<file path="config.mk">
export PLATFORM = sky130hd
export DESIGN_NAME = button_encoder_flat
export DESIGN_NICKNAME = d
export VERILOG_FILES = /design/src/rtl/button_encoder_if.sv /design/src/rtl/button_encoder.sv /design/src/flat_wrapper.sv
export SDC_FILE = /design/constraint.sdc
export NUM_CORES = 1
export LEC_CHECK = 0
export ABC_AREA = 0
export BUFFER_PORTS_ARGS = -buffer_cell sky130_fd_sc_hd__buf_4
export CELL_PAD_IN_SITES_DETAIL_PLACEMENT = 1
export CELL_PAD_IN_SITES_GLOBAL_PLACEMENT = 2
export CORE_UTILIZATION = 35
export DETAILED_ROUTE_END_ITERATION = 10
export PLACE_DENSITY = 0.69
export SYNTH_ARGS = -nofsm -noshare
export SYNTH_HDL_FRONTEND = slang
export SYNTH_SLANG_ARGS = --single-unit
</file>
<file path="constraint.sdc">
create_clock -name clk -period 8.7 [get_ports clk]
set_clock_uncertainty 0.05 [all_clocks]
set_input_delay 0.87 -clock clk [delete_from_list [all_inputs] [get_ports clk]]
set_output_delay 0.87 -clock clk [all_outputs]
set_load 0.05 [all_outputs]
</file>
<file path="src/rtl/button_encoder_if.sv">
// Command handshake between button_encoder (master) and the mm:ss counter (slave).
// The master drives a one-cycle operation strobe; the slave answers with encoder_reset.
interface button_encoder_if;
  logic [1:0] operation;
  logic       encoder_reset;

  modport master (output operation, input  encoder_reset);
  modport slave  (input  operation, output encoder_reset);
endinterface

</file>
<file path="src/rtl/button_encoder.sv">
// Synchronises and debounces three push-buttons, encodes presses into one-cycle
// operation strobes for the counter, and auto-repeats minute-add while it is held.
module button_encoder #(
  parameter logic [29:0] DEBOUNCE_CYCLES = 30'd1000000,
  parameter logic [29:0] REPEAT_DELAY    = 30'd25000000,
  parameter logic [29:0] REPEAT_PERIOD   = 30'd10000000,
  parameter logic [15:0] ACK_TIMEOUT     = 16'd1000
) (
  input  logic                    clk,
  input  logic                    rst,
  input  logic                    btn_madd,
  input  logic                    btn_sto0,
  input  logic                    btn_reset,
  button_encoder_if.master        cmd,
  output logic                    ack_err
);

  localparam logic [1:0] OP_NOP   = 2'b00;
  localparam logic [1:0] OP_STO0  = 2'b01;
  localparam logic [1:0] OP_MADD  = 2'b10;
  localparam logic [1:0] OP_RESET = 2'b11;

  // Button vector order: [0] minute-add, [1] seconds-to-zero, [2] clock-reset.
  localparam int B_MADD  = 0;
  localparam int B_STO0  = 1;
  localparam int B_RESET = 2;

  typedef enum logic [2:0] {
    S_IDLE,
    S_ISSUE,
    S_WAIT_ACK,
    S_WAIT_LOW,
    S_HOLD
  } state_t;

  logic [2:0]  w_btn_raw;
  logic [2:0]  r_sync1;
  logic [2:0]  r_sync2;
  logic [2:0]  r_deb;
  logic [2:0]  r_press;
  logic [29:0] r_deb_cnt [3];

  state_t      r_state;
  state_t      w_next_state;
  logic [1:0]  r_code;
  logic [1:0]  w_next_code;
  logic        r_repeated;
  logic        w_next_repeated;
  logic [29:0] r_cnt;
  logic        w_cnt_inc;
  logic        w_set_err;
  logic [1:0]  w_operation;
  logic [29:0] w_repeat_limit;
  logic [29:0] w_ack_limit;

  assign w_btn_raw      = {btn_reset, btn_sto0, btn_madd};
  assign w_repeat_limit = r_repeated ? REPEAT_PERIOD : REPEAT_DELAY;
  assign w_ack_limit    = {14'd0, ACK_TIMEOUT};

  // A press event is a single-cycle pulse registered on the debounced 0->1 flip.
  always_ff @(posedge clk) begin
    if (rst) begin
      r_sync1 <= '0;
      r_sync2 <= '0;
      r_deb   <= '0;
      r_press <= '0;
      // NOTE: the debounce counters are a handful of flops, not a RAM, so they reset like any other state.
      for (int i = 0; i < 3; i++) r_deb_cnt[i] <= '0;
    end else begin
      r_sync1 <= w_btn_raw;
      r_sync2 <= r_sync1;
      for (int i = 0; i < 3; i++) begin
        r_press[i] <= 1'b0;
        if (r_sync2[i] == r_deb[i]) begin
          r_deb_cnt[i] <= '0;
        end else if (r_deb_cnt[i] + 30'd1 == DEBOUNCE_CYCLES) begin
          r_deb[i]     <= r_sync2[i];
          r_deb_cnt[i] <= '0;
          r_press[i]   <= r_sync2[i];
        end else begin
          r_deb_cnt[i] <= r_deb_cnt[i] + 30'd1;
        end
      end
    end
  end

  always_comb begin
    // NOTE: every output of this block gets a default first, so no path can infer a latch.
    w_next_state    = r_state;
    w_next_code     = r_code;
    w_next_repeated = r_repeated;
    w_cnt_inc       = 1'b0;
    w_set_err       = 1'b0;
    w_operation     = OP_NOP;

    unique case (r_state)
      S_IDLE: begin
        if (r_press[B_RESET]) begin
          w_next_code  = OP_RESET;
          w_next_state = S_ISSUE;
        end else if (r_press[B_STO0]) begin
          w_next_code  = OP_STO0;
          w_next_state = S_ISSUE;
        end else if (r_press[B_MADD]) begin
          w_next_code  = OP_MADD;
          w_next_state = S_ISSUE;
        end
        w_next_repeated = 1'b0;
      end
      S_ISSUE: begin
        w_operation  = r_code;
        w_next_state = S_WAIT_ACK;
      end
      S_WAIT_ACK: begin
        if (cmd.encoder_reset) begin
          w_next_state = S_WAIT_LOW;
        end else if (r_cnt + 30'd1 == w_ack_limit) begin
          w_set_err    = 1'b1;
          w_next_state = S_HOLD;
        end else begin
          w_cnt_inc = 1'b1;
        end
      end
      S_WAIT_LOW: begin
        if (!cmd.encoder_reset) w_next_state = S_HOLD;
      end
      S_HOLD: begin
        // Other buttons are ignored here until everything is released.
        if (r_deb == 3'b000) begin
          w_next_state = S_IDLE;
        end else if (r_code == OP_MADD && r_deb[B_MADD]) begin
          if (r_cnt + 30'd1 == w_repeat_limit) begin
            w_next_repeated = 1'b1;
            w_next_state    = S_ISSUE;
          end else begin
            w_cnt_inc = 1'b1;
          end
        end
      end
      default: w_next_state = S_IDLE;
    endcase
  end

  always_ff @(posedge clk) begin
    if (rst) begin
      r_state    <= S_IDLE;
      r_code     <= OP_NOP;
      r_repeated <= 1'b0;
      r_cnt      <= '0;
      ack_err    <= 1'b0;
    end else begin
      r_state    <= w_next_state;
      r_code     <= w_next_code;
      r_repeated <= w_next_repeated;
      if (w_next_state != r_state) r_cnt <= '0;
      else if (w_cnt_inc)          r_cnt <= r_cnt + 30'd1;
      if (w_set_err) ack_err <= 1'b1;
    end
  end

  // Decoded straight from the state register, so the strobe is exactly the ISSUE cycle.
  assign cmd.operation = w_operation;

endmodule

</file>
<file path="src/flat_wrapper.sv">
// flat-port wrapper written by rule: the top's interface ports become plain ports
module button_encoder_flat 
#(
  parameter logic [29:0] DEBOUNCE_CYCLES = 30'd1000000,
  parameter logic [29:0] REPEAT_DELAY    = 30'd25000000,
  parameter logic [29:0] REPEAT_PERIOD   = 30'd10000000,
  parameter logic [15:0] ACK_TIMEOUT     = 16'd1000
)
  (clk, rst, btn_madd, btn_sto0, btn_reset, ack_err, cmd_operation, cmd_encoder_reset);
  button_encoder_if cmd_i ();
  input  logic clk;
  input  logic rst;
  input  logic btn_madd;
  input  logic btn_sto0;
  input  logic btn_reset;
  output logic ack_err;
  output wire logic [$bits(cmd_i.operation)-1:0] cmd_operation;
  input wire logic [$bits(cmd_i.encoder_reset)-1:0] cmd_encoder_reset;
  assign cmd_operation = cmd_i.operation;
  assign cmd_i.encoder_reset = cmd_encoder_reset;
  button_encoder #(.DEBOUNCE_CYCLES(DEBOUNCE_CYCLES), .REPEAT_DELAY(REPEAT_DELAY), .REPEAT_PERIOD(REPEAT_PERIOD), .ACK_TIMEOUT(ACK_TIMEOUT)) u_core (.clk(clk), .rst(rst), .btn_madd(btn_madd), .btn_sto0(btn_sto0), .btn_reset(btn_reset), .cmd(cmd_i), .ack_err(ack_err));
endmodule
</file>
Word-level counts from Yosys, hierarchy flattened:

Memory sizes are Yosys's and may differ from the RTL's.
Cells that the tools add are included.

* add/subtract/negate cells: 4
* equal/unequal tests: 17
* muxes and demuxes: 72
* bitwise gates (word level): 15
* reduce and logical (&&, ||, !) cells: 14

Operator list (count)
* $mux 30: 9
* $add 30x1->30 const B: 4
* $eq 30x20->1 const B: 3
* $mux 1: 46
* $eq 30x10->1 const B: 1
* $eq 30x30->1: 1
* $mux 3: 9
* $mux 25: 1
* $pmux 3 s5: 1
* $or 1x1->1: 9
* $reduce_or 3->1: 3
* $mux 2: 4
* $reduce_and 2->1: 4
* $eq 3x2->1 const B: 2
* $logic_not 3->1: 2
* $not 1->1: 6
* $ne 2x1->1 const B: 2
* $pmux 1 s2: 2
* $reduce_and 4->1: 1
* $eq 1x1->1: 3
* $eq 3x1->1 const B: 1
* $eq 3x3->1 const B: 1
* $ne 3x3->1: 1
* $reduce_bool 3->1: 1
* 5 further kinds: 5

* register bits after elaboration: 49
* bits in writable memories: 90
* input port bits: 6
* output and inout bits: 3
* word-level logic and storage cells: 136
* memories kept: 1

Memories
* u_core.r_deb_cnt: words 3, bits a word 30, rd ports 3, clocked after memory_dff 0, write ports 3, RTL line button_encoder.sv:41 `logic [29:0] r_deb_cnt [3];`

Longest topological paths before layout:

Gate-level depths: netlist of the first run.
An unclocked memory read counts as a cell.

* depth after elaboration: 9
* depth in mapped cells: 14

Worst setup path before layout of the first run:

No wires, ideal clock.

* path type: register to register
* start: register u_core.r_cnt[0]
* end: register u_core.r_cnt[17]
* data arrival time: 3.192 ns
* slack: 5.326 ns
* stages on the path, launching flop included: 13
* buffers on the path: 2
* clock period less this slack: 3.374 ns
* cell sequence: dfxtp_1 > ha_1 > clkbuf_1 > nand4_1 > nor4_1 > xnor2_1 > o211ai_1 > a2111o_1 > a2111oi_4 > a21oi_1 > clkbuf_1 > o211ai_1 > a21oi_1

* word-level cells in the longest chain between the ends: 8
* elaborated cells between the ends (all ways): 17
* classes of those cells: add/sub (1); eq/ne (3); mux (12); reduce/logical (1)

Ends and longest elaborated chain
* start: declaration: RTL line button_encoder.sv:49 `logic [29:0] r_cnt;`
* start signal: assignment: RTL line button_encoder.sv:156 `else if (w_cnt_inc) r_cnt <= r_cnt + 30'd1;`
* $add 30x1->30 *: RTL line button_encoder.sv:117, button_encoder.sv:132, button_encoder.sv:156
* $eq 30x30->1: RTL line button_encoder.sv:132 `if (r_cnt + 30'd1 == w_repeat_limit) begin`
* $mux 3: RTL line button_encoder.sv:132
* $mux 3: RTL line button_encoder.sv:131 `end else if (r_code == OP_MADD && r_deb[B_MADD]) begin`
* $mux 3: RTL line button_encoder.sv:129 `if (r_deb == 3'b000) begin`
* $pmux 3 s5: RTL line button_encoder.sv:96 `unique case (r_state)`
* $ne 3x3->1: RTL line button_encoder.sv:155 `if (w_next_state != r_state) r_cnt <= '0;`
* $reduce_or 2->1 (no line)

Mark *: on every way between the ends. The rest lies on a longest branch, timed or not.
A chain may end at the register's enable or synchronous reset.

Final worst setup path of the first run:

* start: register u_core.r_cnt[0]
* end: register u_core.r_cnt[22]

The elaborated chain is that of the path after synthesis.

==> results of run 1 <==
==> sequential cells by signal (all words and copies together) (netlist names), 2 cells and up <==
register / cells
u_core.r_cnt: 30
u_core.r_code: 2
u_core.r_deb: 3
u_core.r_deb_cnt: 90
u_core.r_press: 3
u_core.r_state: 3
u_core.r_sync1: 3
u_core.r_sync2: 3
==> critical path: cells and delay by family (launching register included) <==
| family | cells | cell delay [ns] |
|---|---|---|
| flops | 1 | 0.51 |
| compound gates | 3 | 1.04 |
| fa+ha+maj | 1 | 0.44 |
| simple gates | 6 | 2.49 |
==> final cells by class <==
type	instances	area, um^2
clock buffer	20	447
clock inverter	12	218
fill	2987	15000
inverter	31	116
multi-input combinational	903	5230
sequential	139	3680
tap	330	413
timing repair buffer	10	75.1
==> cells by family (layout without fill, tap and decap cells) <==
family	count (synthesis)	after routing	synth area share [%]
mux	18	18	2.09
simple gates	512	512	29.1
other cells	1	90	0.0418
xor+xnor	102	102	9.96
flops	139	139	41.1
buf+inv	90	73	4.39
compound gates	175	175	12.5
fa+ha+maj	6	6	0.837
==> path summary, 6_finish.rpt <==
kind	start	end	slack [ns]	depth (start not counted)
max	u_core.r_cnt[0]$_SDFFE_PP0P_	u_core.r_cnt[22]$_SDFFE_PP0P_	4.02	10
min	u_core.r_sync1[0]$_SDFF_PP0_	u_core.r_sync2[0]$_SDFF_PP0_	0.39	1
max reg2reg	u_core.r_cnt[0]$_SDFFE_PP0P_	u_core.r_cnt[22]$_SDFFE_PP0P_	4.02	10
min reg2reg	u_core.r_sync1[0]$_SDFF_PP0_	u_core.r_sync2[0]$_SDFF_PP0_	0.39	1
==> per-layer routing <==
| layer | up-vias | part of all wire, % | GRT usage (%) |
|---|---|---|---|
| met3 | 33 | 2.1 | 2.76 |
| met4 | 0 | 2.1 | 6.78 |
| li1 | 3822 | - | - |
| met5 | - | 0 | 0 |
| met1 | 3658 | 50 | 25.3 |
| met2 | 81 | 45 | 31.1 |
==> through the flow <==
step,util [%],cell area [um^2]
final,40.4,10200
after global routing,40.4,10200
after CTS,40.4,10200
after detailed placement,37.8,9520
after global placement,37.8,9520
after floorplan,-,9310
==> power groups by stage <==
stage               Combinational (W)  Sequential [W]  Clock (W)
global route                0.0000622        0.000749   0.000888
floorplan                   0.0000452        0.000751          0
global placement            0.0000528        0.000759          0
detailed placement          0.0000528        0.000760          0
CTS                         0.0000534        0.000745   0.000871
finish                      0.0000534        0.000745   0.000844
==> placed cells by master (no fill, tap or decap), types with 15 or more instances in the layout <==
cell type / instances
nor3_1: 40
and2_1: 15
conb_1: 90
nand2_1: 70
xnor2_1: 52
nor2b_1: 16
a31oi_1: 27
a21oi_1: 59
nand4_1: 50
xor2_1: 50
clkbuf_16: 17
nor4_1: 16
nor2_1: 153
nand3_1: 61
dfxtp_1: 49
and3_1: 34
edfxtp_1: 90
inv_1: 31
o21ai_0: 22
==> impl_metrics.yaml, run 1 <==
layout:
  drive_gt1_share_pct: 5.20
  diodes: 0
  area_delta_synth_final_pct: 13.5
  final_cells: 1445
  nets: 1114
placed_design:
  dp.cells: 1413
  place_congestion: 0.807
  place_ws_ns: 3.99
  dp_hpwl_um: 16900
  portBuffers: 8
critical_path:
  cp-end-kind: "flop"
  critical_path.slowest_cell: "nand2_1"
  crit_fanout: 24
  cpPeakStageDelay_ns: 1.01
  crit_chain: "ha_1 -> and4_1 -> nand3_1 -> a2111oi_0 -> and3_1 -> and4b_1 -> nand4_1 -> nand2_1 -> a2111o_1 -> a31oi_1"
  worstSetupPathType: "reg -> reg"
  worst_setup_path_start_kind: "flop"
  cp.arrival_ns: 4.90
  required_ns: 8.93
floorplan:
  die-height_um: 162
  num_io_pins: 9
  die-area_um2: 26300
  die_x_um: 162
  initial_utilization_pct: 35.6
  rows: 58
  core-area_um2: 25200
logic_synthesis:
  yosysSeqAreaShare_pct: 41.1
  synthArstFlopShare_pct: 0
  yosys.area.top_type_share_pct: 30.1
  synth.distinct_cells: 67
  synth_area_leaders: "edfxtp_1 (30%), dfxtp_1 (11%), nor2_1 (6.4%), xnor2_1 (5.1%), xor2_1 (4.9%)"
  netlist_area_um2: 8970
  syn_inst: 1043
  yosys.area.top_type: "edfxtp_1"
  ys_seq_elements: 139
  post-synth-top-count-cell: "nor2_1"
  postSynthAreaPerCell_um2: 8.60
  synthTopCellsByCount: "nor2_1 (153), edfxtp_1 (90), nand2_1 (70)"
  synth_edf_count: 90
  ys.warnings.count: 0
  synthFlopType: "edfxtp_1"
timing:
  setup_viol: 0
  drv_slew: 0
  finalSetupTns_ns: 0
  fin_crit_sh_pct: 53.7
  setup_slack_ns: 4.02
  grt_setup_unrepaired: "false"
  relSlewSlack_pct: 18.6
  period_needed_ns: 4.68
  finalHoldViolCount: 0
  hold_ws_ns: 0.389
  worst_slew_pin_slew_ns: 1.22
  max_freq_mhz: 214
hold_path:
  hold_class: "reg -> reg"
cts:
  h-tree-depth: 4
  post-cts-setup-buffers: 0
  clock-sinks: 139
  cts_resized: 0
  clk_path_buf_depth: 2
  clock_latency_ns: 0.43
  cts.clk_slew.worst_paths_ns: 0.06
  cts_buffers: 17
  cts_tree: "yes"
  ctsRootBufferMaster: "clkbuf_16"
  ctsHoldBuffers: 0
route:
  route.detailed.drc: 0
  dr.pass1.iters: 5
  via_per_inst: 5.26
  ant_nets: 0
  routed_wl_um: 23600
  num_vias: 7594
  drtIter0Drc: 349
  wl_per_cell_um: 16.4
pwr:
  p_sw_w: 0.000354
  seqPwrFrac_pct: 45.4
  combPwrFrac_pct: 3.3
  total_power_w: 0.00164
  ir_worst_vdd_mv: 0.106
  p_sw_share_pct: 21.5
  power_density_nw_per_um2: 161
  p_leak_nw: 3.38
  intPower_w: 0.00129
  p_clk_share_pct: 51.4
run:
  cap_violations: 0
global_routing:
  first_global_vias: 7776
  antenna_found_initial: 0
  grt-ovfl-total: 0
  grt_pass1_wl_um: 39900
  grt_start_max_net_pins: 31
  track_usage_pct: 19.0
status:
  outcome: "completed"
No activity file was read; power rests on OpenSTA's default activity.
==> run 2: changes to the inputs <==
==> constraint.sdc (replaced) <==
create_clock -name clk -period 4.61 [get_ports clk]
set_clock_uncertainty 0.05 [all_clocks]
set_input_delay 0.461 -clock clk [delete_from_list [all_inputs] [get_ports clk]]
set_output_delay 0.461 -clock clk [all_outputs]
set_load 0.05 [all_outputs]
==> run 2 against run 1 <==
Against the previous run:
- count of clock-buffer cells in the layout up 3
- global-route usage grew 0.14 points
- sequential power up 89%
- die area unchanged
- non-clock buffer count grew 23
- wire length rose by 1.5%
- largest cell class unchanged
- largest power group is now registers
- highest routed layer unchanged
==> impl_metrics.yaml, run 2 (synthesized netlist as in run 1, its figures left out) <==
route:
  ant_nets: 0
  routed_wl_um: 24000
  drtIter0Drc: 293
  num_vias: 7645
  via_per_inst: 5.21
  dr.pass1.iters: 4
  wl_per_cell_um: 16.3
  route.detailed.drc: 0
cts:
  post-cts-setup-buffers: 0
  clk_path_buf_depth: 2
  h-tree-depth: 4
  ctsHoldBuffers: 0
  clock-sinks: 139
  cts_buffers: 17
  clock_latency_ns: 0.42
  cts_resized: 0
  cts_tree: "yes"
  ctsRootBufferMaster: "clkbuf_16"
  cts.clk_slew.worst_paths_ns: 0.06
timing:
  fin_crit_sh_pct: 85.5
  relSlewSlack_pct: 52.7
  hold_ws_ns: 0.226
  finalSetupTns_ns: 0
  setup_viol: 0
  drv_slew: 0
  worst_slew_pin_slew_ns: 0.701
  grt_setup_unrepaired: "false"
  setup_slack_ns: 0.669
  finalHoldViolCount: 0
  max_freq_mhz: 254
  period_needed_ns: 3.94
global_routing:
  first_global_vias: 7773
  track_usage_pct: 19.1
  grt_pass1_wl_um: 40300
  antenna_found_initial: 0
  grt_start_max_net_pins: 31
  grt-ovfl-total: 0
layout:
  largestRegisters: "u_core.r_deb_cnt (90), u_core.r_cnt (30)"
  area_delta_synth_final_pct: 15.0
  layout_commonest_cell: "nor2_1"
  nets: 1137
  largest_reg_flops: 90
  mostFrequentLayoutCells: "nor2_1 (153), edfxtp_1 (90), conb_1 (90)"
  diodes: 0
  top_register: "u_core.r_deb_cnt"
  postLayoutCoreUtil_pct: 41.0
  drive_gt1_share_pct: 7.12
floorplan:
  die-height_um: 162
  die-area_um2: 26300
  initial_utilization_pct: 35.6
  core-area_um2: 25200
  num_io_pins: 9
  die_x_um: 162
  rows: 58
critical_path:
  worstSetupPathType: "reg -> reg"
  reg2reg_depth: 11
  r2r_start: "u_core.r_cnt[0]$_SDFFE_PP0P_"
  cp-startpoint: "u_core.r_cnt[0]$_SDFFE_PP0P_"
  crit_fanout: 17
  cp-end-kind: "flop"
  crit_end: "u_core.r_cnt[17]$_SDFFE_PP0P_"
  cp.arrival_ns: 4.23
  worst_setup_path_start_kind: "flop"
  r2r-end: "u_core.r_cnt[17]$_SDFFE_PP0P_"
  rrSetupSlack_ns: 0.67
  required_ns: 4.90
status:
  outcome: "completed"
placed_design:
  place_congestion: 0.843
  dp_hpwl_um: 17500
  place_ws_ns: 0.728
  portBuffers: 8
hold_path:
  hold_class: "in -> reg"
  whs_path_depth: 2
run:
  cap_violations: 0
pwr:
  p_leak_nw: 3.48
  ir_worst_vdd_mv: 0.244
  total_power_w: 0.00288
  power_density_nw_per_um2: 279
-- run 2: cell types whose count changed in the layout (fill, tap and decap cells not counted), moves of 2 or more --
cell	previous run	this run
inv_4	0	4
clkbuf_16	17	19
bufinv_16	6	1
buf_4	10	29
clkinv_1	2	0
buf_12	0	4
clkbuf_1	2	4
-- run 2: worst max-delay path, cell delays in order (launching register included) --
cell,delay [ns]
dfxtp_1,0.49
ha_1,0.45
nand4_1,0.23
nor4_1,0.57
xnor2_1,0.18
o211ai_1,0.12
a2111o_1,0.41
a2111oi_4,0.51
a21oi_2,0.25
buf_12,0.22
o31a_1,0.27
a21oi_1,0.12
-- run 2: cell type report --
class / count / area, um^2
multi-input combinational: 903 / 5230
clock inverter: 9 / 82.6
sequential: 139 / 3680
fill: 2986 / 14900
clock buffer: 23 / 490
tap: 330 / 413
timing repair buffer: 33 / 298
inverter: 31 / 116
-- run 2: how the worst min path moves through the flow --
stage | slack (ns) | start | to
after floorplan | 0.36 | u_core.r_sync1[0]$_SDFF_PP0_ | u_core.r_sync2[0]$_SDFF_PP0_
after global placement | 0.37 | u_core.r_sync1[0]$_SDFF_PP0_ | u_core.r_sync2[0]$_SDFF_PP0_
after detailed placement | 0.38 | u_core.r_sync1[1]$_SDFF_PP0_ | u_core.r_sync2[1]$_SDFF_PP0_
after CTS | 0.22 | btn_reset | u_core.r_sync1[2]$_SDFF_PP0_
after global routing | 0.23 | btn_reset | u_core.r_sync1[2]$_SDFF_PP0_
final | 0.23 | btn_reset | u_core.r_sync1[2]$_SDFF_PP0_
-- run 2: where the power goes --
group	total, W	internal [W]	switching [W]
sequential	0.00141	0.00136	0.0000453
clock	0.00136	0.000810	0.000555
combinational	0.000104	0.0000428	0.0000609
-- run 2: layer usage --
metal / global-route usage [%] / wire length, um
met5: 0 / 0
met4: 4.80 / 305
met3: 2.96 / 399
met2: 31.3 / 11000
met1: 26.1 / 12300
-- run 2: stage by stage --
| step | std cells | area, um^2 |
|---|---|---|
| detailed placement | 1436 | 9740 |
| CTS | 1468 | 10300 |
| finish | 1468 | 10300 |
| global route | 1468 | 10300 |
| global placement | 1436 | 9740 |
| floorplan | 1132 | 9310 |
